**src/rtl/n_term_capture_pkg.sv**
```systemverilog
// Shared definitions for the north-edge termination/capture tile.
//   - per-bundle wire widths of the north-arriving wires
//   - snapshot width, statistics counter width, serializer bit-counter width
//   - serializer FSM state enumeration
package n_term_capture_pkg;

   localparam int unsigned N1_W = 4;
   localparam int unsigned N2_W = 8;
   localparam int unsigned N4_W = 16;
   localparam int unsigned CI_W = 1;

   // {Ci, N4END, N2END, N2MID, N1END}
   localparam int unsigned SNAP_W    = 37;
   localparam int unsigned CNT_W     = 8;
   localparam int unsigned BIT_CNT_W = $clog2(SNAP_W);

   typedef enum logic {
      StIdle,
      StShift
   } ser_state_e;

endpackage

```
**src/rtl/n_term_serializer.sv**
```systemverilog
// Snapshot serializer: loads a SNAP_W-bit snapshot and shifts it out LSB first over a
// valid/ready handshake.
//   clk_i, rst_i     clock, asynchronous active-high reset
//   start_i          capture request; only honoured while idle
//   snap_i           snapshot loaded on the start edge
//   ser_ready_i      consumer accepts the current bit
//   busy_o           transfer in progress
//   ser_valid_o      ser_data_o valid
//   ser_data_o       current bit (0 while idle)
//   ser_last_o       current bit is the final one
//   done_o           final handshake happens at the coming edge
module n_term_serializer
   import n_term_capture_pkg::*;
(
   input  logic              clk_i,
   input  logic              rst_i,
   input  logic              start_i,
   input  logic [SNAP_W-1:0] snap_i,
   input  logic              ser_ready_i,
   output logic              busy_o,
   output logic              ser_valid_o,
   output logic              ser_data_o,
   output logic              ser_last_o,
   output logic              done_o
);

   localparam logic [BIT_CNT_W-1:0] LastBit = BIT_CNT_W'(SNAP_W - 1);

   ser_state_e            state_q;
   logic [SNAP_W-1:0]     shadow_q;
   logic [BIT_CNT_W-1:0]  bit_cnt_q;
   logic                  shifting;
   logic                  last;

   assign shifting    = (state_q == StShift);
   assign last        = shifting && (bit_cnt_q == LastBit);
   assign busy_o      = shifting;
   assign ser_valid_o = shifting;
   assign ser_data_o  = shifting & shadow_q[0];
   assign ser_last_o  = last;
   assign done_o      = last && ser_ready_i;

   always_ff @(posedge clk_i or posedge rst_i) begin
      if (rst_i) begin
         state_q   <= StIdle;
         shadow_q  <= '0;
         bit_cnt_q <= '0;
      end else begin
         unique case (state_q)
            StIdle: begin
               if (start_i) begin
                  shadow_q  <= snap_i;
                  bit_cnt_q <= '0;
                  state_q   <= StShift;
               end
            end
            StShift: begin
               if (ser_ready_i) begin
                  shadow_q  <= shadow_q >> 1;
                  bit_cnt_q <= bit_cnt_q + BIT_CNT_W'(1);
                  if (last) begin
                     state_q <= StIdle;
                  end
               end
            end
            default: state_q <= StIdle;
         endcase
      end
   end

endmodule

```
**src/rtl/n_term_capture.sv**
```systemverilog
// North-edge termination tile: loops the north-arriving wires back south and offers a
// serial snapshot of all incoming wires plus capture/drop statistics.
//   UserCLK, Reset         clock, asynchronous active-high reset
//   N1END/N2MID/N2END/N4END, Ci   incoming wires (Ci is only ever captured)
//   S1BEG/S2BEG/S2BEGb/S4BEG      loopback, combinational or 1-cycle registered (LOOP_REG)
//   cap_req, cap_busy             snapshot request / transfer in progress
//   ser_data/ser_valid/ser_ready/ser_last   serial snapshot stream, LSB first
//   cap_cnt                completed captures, wrapping
//   drop_cnt               cap_req cycles ignored while busy, saturating
module n_term_capture
   import n_term_capture_pkg::*;
#(
   parameter int unsigned MaxFramesPerCol = 20,
   parameter int unsigned FrameBitsPerRow = 32,
   parameter int unsigned NoConfigBits    = 0,
   parameter int unsigned LOOP_REG        = 0
) (
   input  logic             UserCLK,
   input  logic             Reset,
   input  logic [N1_W-1:0]  N1END,
   input  logic [N2_W-1:0]  N2MID,
   input  logic [N2_W-1:0]  N2END,
   input  logic [N4_W-1:0]  N4END,
   input  logic [CI_W-1:0]  Ci,
   output logic [N1_W-1:0]  S1BEG,
   output logic [N2_W-1:0]  S2BEG,
   output logic [N2_W-1:0]  S2BEGb,
   output logic [N4_W-1:0]  S4BEG,
   input  logic             cap_req,
   output logic             cap_busy,
   output logic             ser_data,
   output logic             ser_valid,
   input  logic             ser_ready,
   output logic             ser_last,
   output logic [CNT_W-1:0] cap_cnt,
   output logic [CNT_W-1:0] drop_cnt
);

   // Frame geometry is carried for fabric compatibility only; reject nonsense values.
   if (LOOP_REG > 1 || NoConfigBits != 0 || MaxFramesPerCol * FrameBitsPerRow == 0) begin : g_bad
      $error("n_term_capture: unsupported parameter combination");
   end

   if (LOOP_REG != 0) begin : g_loop_reg
      logic [N1_W-1:0] s1_q;
      logic [N2_W-1:0] s2_q;
      logic [N2_W-1:0] s2b_q;
      logic [N4_W-1:0] s4_q;

      always_ff @(posedge UserCLK or posedge Reset) begin
         if (Reset) begin
            s1_q  <= '0;
            s2_q  <= '0;
            s2b_q <= '0;
            s4_q  <= '0;
         end else begin
            s1_q  <= N1END;
            s2_q  <= N2MID;
            s2b_q <= N2END;
            s4_q  <= N4END;
         end
      end

      assign S1BEG  = s1_q;
      assign S2BEG  = s2_q;
      assign S2BEGb = s2b_q;
      assign S4BEG  = s4_q;
   end else begin : g_loop_comb
      assign S1BEG  = N1END;
      assign S2BEG  = N2MID;
      assign S2BEGb = N2END;
      assign S4BEG  = N4END;
   end

   logic [SNAP_W-1:0] snap;
   logic              done;
   logic [CNT_W-1:0]  cap_cnt_q, cap_cnt_d;
   logic [CNT_W-1:0]  drop_cnt_q, drop_cnt_d;

   assign snap = {Ci, N4END, N2END, N2MID, N1END};

   n_term_serializer u_ser (
      .clk_i       (UserCLK),
      .rst_i       (Reset),
      .start_i     (cap_req),
      .snap_i      (snap),
      .ser_ready_i (ser_ready),
      .busy_o      (cap_busy),
      .ser_valid_o (ser_valid),
      .ser_data_o  (ser_data),
      .ser_last_o  (ser_last),
      .done_o      (done)
   );

   // A request on the final-handshake edge still sees the serializer busy, so it is a drop.
   always_comb begin
      cap_cnt_d  = cap_cnt_q;
      drop_cnt_d = drop_cnt_q;
      if (done) begin
         cap_cnt_d = cap_cnt_q + CNT_W'(1);
      end
      if (cap_req && cap_busy && (drop_cnt_q != {CNT_W{1'b1}})) begin
         drop_cnt_d = drop_cnt_q + CNT_W'(1);
      end
   end

   always_ff @(posedge UserCLK or posedge Reset) begin
      if (Reset) begin
         cap_cnt_q  <= '0;
         drop_cnt_q <= '0;
      end else begin
         cap_cnt_q  <= cap_cnt_d;
         drop_cnt_q <= drop_cnt_d;
      end
   end

   assign cap_cnt  = cap_cnt_q;
   assign drop_cnt = drop_cnt_q;

endmodule

```
**config.mk**
```make
export PLATFORM = sky130hd
export DESIGN_NAME = n_term_capture
export DESIGN_NICKNAME = d
export VERILOG_FILES = /design/src/rtl/n_term_capture_pkg.sv /design/src/rtl/n_term_serializer.sv /design/src/rtl/n_term_capture.sv
export SDC_FILE = /design/constraint.sdc
export NUM_CORES = 1
export LEC_CHECK = 0
export ABC_AREA = 1
export CORE_ASPECT_RATIO = 1.4
export CORE_UTILIZATION = 43
export CTS_CLUSTER_SIZE = 30
export DETAILED_ROUTE_END_ITERATION = 10
export PLACE_DENSITY_LB_ADDON = 0.15
export SLEW_MARGIN = 30
export SYNTH_ARGS = -nofsm -noshare
export SYNTH_HDL_FRONTEND = slang
export SYNTH_SLANG_ARGS = --single-unit
```
**constraint.sdc**
```tcl
create_clock -name UserCLK -period 2 [get_ports UserCLK]
set_clock_uncertainty 0.05 [all_clocks]
set_input_delay 0.4 -clock UserCLK [delete_from_list [all_inputs] [get_ports UserCLK]]
set_output_delay 0.4 -clock UserCLK [all_outputs]
set_load 0.005 [all_outputs]
```
==> summary.md <==
| Metric | Value |
|---|---|
| Peak supply drop | 0.000440 V |
| Fmax | 514 MHz |
| Initial antenna violation count | 0 |
| Final Setup Violations | 0 |
| CTS tree | built |
| Critical R2R Launch | u_ser.bit_cnt_q[0] |
| Final period utilization | 97.3% |
| CP max stage delay | 530 ps |
| H-tree levels | 3 |
| Vias in the first global route | roughly 2600 |
| Synth area leader | dfrtp_1 |
| Worst hold path type | in -> async |
| Tot Pwr | roughly 4.0 mW |
| CP Class | reg -> out |
| Hold Violations, Final | 0 |
| Slew HR | about three quarters |
| # rows | 37 |
| R2R setup slack | 250 ps |
| Clock Tree Buf Depth | 2 |
| Reg clk slew, reported paths | 70 ps |
| Via count | 2883 |
| Skew-Pair Late Insertion Delay | 330 ps |
| Ports | 97 |
| Req. time, crit path | 1550 ps |
| Largest net degree at the start of global routing | 49 |
| Gate Count Post-Synth | about 420 |
| Dpl hpwl | between 4 and 5 mm |
| Final WL | slightly above 7 mm |
| GP Congestion | 0.819 |
| Wirelength per Cell | 11.9 um |
| Post-Syn Area | 3240 um2 |
| First-pass GRT wire length | about 12 mm |
| Post-cts hold buffer count | 0 |
| Synth top area share | 46.4% |
| Worst slew pin tran | 389 ps |
| Cell Area, Placed | 4040 um2 |
| Reg2reg end | cap_cnt[2] |
| Final Util | 59.2% |
| Initial Util | 44.3% |
| CP Capture Type | primary output |
| Worst path slowest cell | clkdlybuf4s50_1 |
| Nets@finish | 538 |
| Total Neg Setup Slack | 0 ps |
| Core region area | 7310 um2 |
| Top FF cell, synth | dfrtp_1 |
| Crit-path cells | buf_6 > clkdlybuf4s50_1 |
| CTS buffer count | 9 |
| Gr ovfl total | 0 |
| Final worst path period need | 1950 ps |
| Maxcap violations | 0 |
| Post-synth EDFFs | 0 |
| Asr flop ratio synth | 100% |
| DRC viols | 0 |
| Synth-to-Final Area Change | 33.7% |
| Worst setup SP type | flop |
| Design area | 4330 um2 |
| Yosys reg bits | 60 |
| Reg2reg path depth | 13 |
| Synth cell types | 22 |
| Routed Antenna Nets | 0 |
| P per Cell Area | 914 nW/um2 |
| RSZ-0062 raised after global routing | false |
| Synth warnings | 0 |
| Die Height | 105 um |
| Arr. time, crit path | 1500 ps |
| Crit path max fanout | 24 |
| Layout cell share with drive strength beyond 1 | 8.63% |
| Die area | 7880 um2 |
| Top cells by area, synth | dfrtp_1 46%, nand2_1 18%, buf_4 9.0% |
| Port-buffer cells | 96 |
| Sequential share of the synthesized area | 46.4% |
| Avg Cell Area, Syn | 7.67 um2 |
| Vias per cell | 4.85 |
| CTS sink count | 60 |
| Lkg Pwr | 2.00 nW |
| Tot GR Track Use | approximately a fifth |
| DR pass1 iterations | 4 |
| Synth Net Count | 467 |
| DR iter-0 viols | 109 |
| Synth top cells by count | 153 x nand2_1, 60 x dfrtp_1, 52 x nor2_1 |
| Die width | 75.3 um |
| Run status | finished, final reports clean |
| Count leader, synth | nand2_1 |
| CTS Root Cell | clkbuf_8 |
| Diode count | 0 |
| Fin. max-slew vios | 0 |
==> area by class of cell <==
class,count,area [um2]
multi-input cells,282,1270
well taps,97,121
clock buffers,13,159
inverters,27,101
flip-flops and latches,60,1500
repair buffers,113,1130
fillers,717,2990
clock inverters,3,45.0
==> through the flow <==
stage	cells	hold slack, ps	setup WS, ps
CTS	591	285	3.72
global placement	569	453	115
detailed placement	569	456	122
global route	595	313	7.20
finish	595	286	54.1
floorplan	422	419	65.3
==> worst max-delay path, delay by kind of cell (launching register included) <==
kind	cells	cell delay, ps
buffers and inverters	2	760
flip-flops	1	400
==> cells by family after synthesis <==
family / share of synthesized area [%]
simple gates: 27.6
buf+inv: 14.5
xor+xnor: 1.62
flops: 46.4
fa+ha+maj: 1.55
compound gates: 8.39
==> where the power goes <==
| part | internal [mW] | switching [mW] |
|---|---|---|
| Sequential | 1.55 | 0.237 |
| Combinational | 0.561 | 0.495 |
| Clock | 0.645 | 0.463 |
==> registers in the layout, summed over array words and instances, names as in the netlist <==
signal,count
drop_cnt,8
u_ser.bit_cnt_q,6
u_ser.busy_o,1
cap_cnt,8
u_ser.shadow_q,37
==> placed cells by master, fill, tap and decap left out, types with 2 or more instances in the layout <==
cell / Yosys / layout
clkdlybuf4s50_1: 0 / 94
inv_1: 26 / 22
buf_4: 39 / 12
clkinvlp_4: 0 / 2
nand4_1: 3 / 3
nand2_1: 153 / 152
xnor2_1: 3 / 3
nor2_1: 52 / 52
o21ai_1: 2 / 2
buf_6: 1 / 2
inv_2: 1 / 5
clkbuf_8: 0 / 11
a21oi_1: 3 / 3
clkbuf_1: 1 / 2
dfrtp_1: 60 / 60
o21ai_0: 3 / 3
nand3_1: 13 / 13
xor2_1: 3 / 3
nand2_2: 4 / 5
buf_12: 0 / 3
a31oi_1: 36 / 36
ha_1: 4 / 4
==> layer usage <==
metal / global-route usage (%) / part of all wire, %
met1: 24.7 / 44
met2: 31.3 / 50
met3: 3.09 / 4.5
met4: 10.4 / 2.2
met5: 0 / 0
==> what timing repair did <==
item / CTS / global route
endpoints found under the setup margin: 2 / 5
gates cloned: 0 / 0
buffers inserted: 6 / 4
gates resized for setup: 4 / 6
pin swaps: 1 / 2
==> worst max path at each step <==
stage | start | end | slack (ps) | cells after the start
2_1_floorplan | Reset | cap_cnt[0] | 70 | 1
3_3_place_gp | N1END[3] | S1BEG[3] | 110 | 2
3_5_place_dp | u_ser.bit_cnt_q[0] | ser_last | 120 | 7
4_1_cts | u_ser.busy_o | ser_data | 4 | 4
5_1_grt | u_ser.busy_o | cap_busy | 7 | 2
6_report | u_ser.busy_o | cap_busy | 50 | 2
Note: power is estimated with default switching activity, not from simulation.
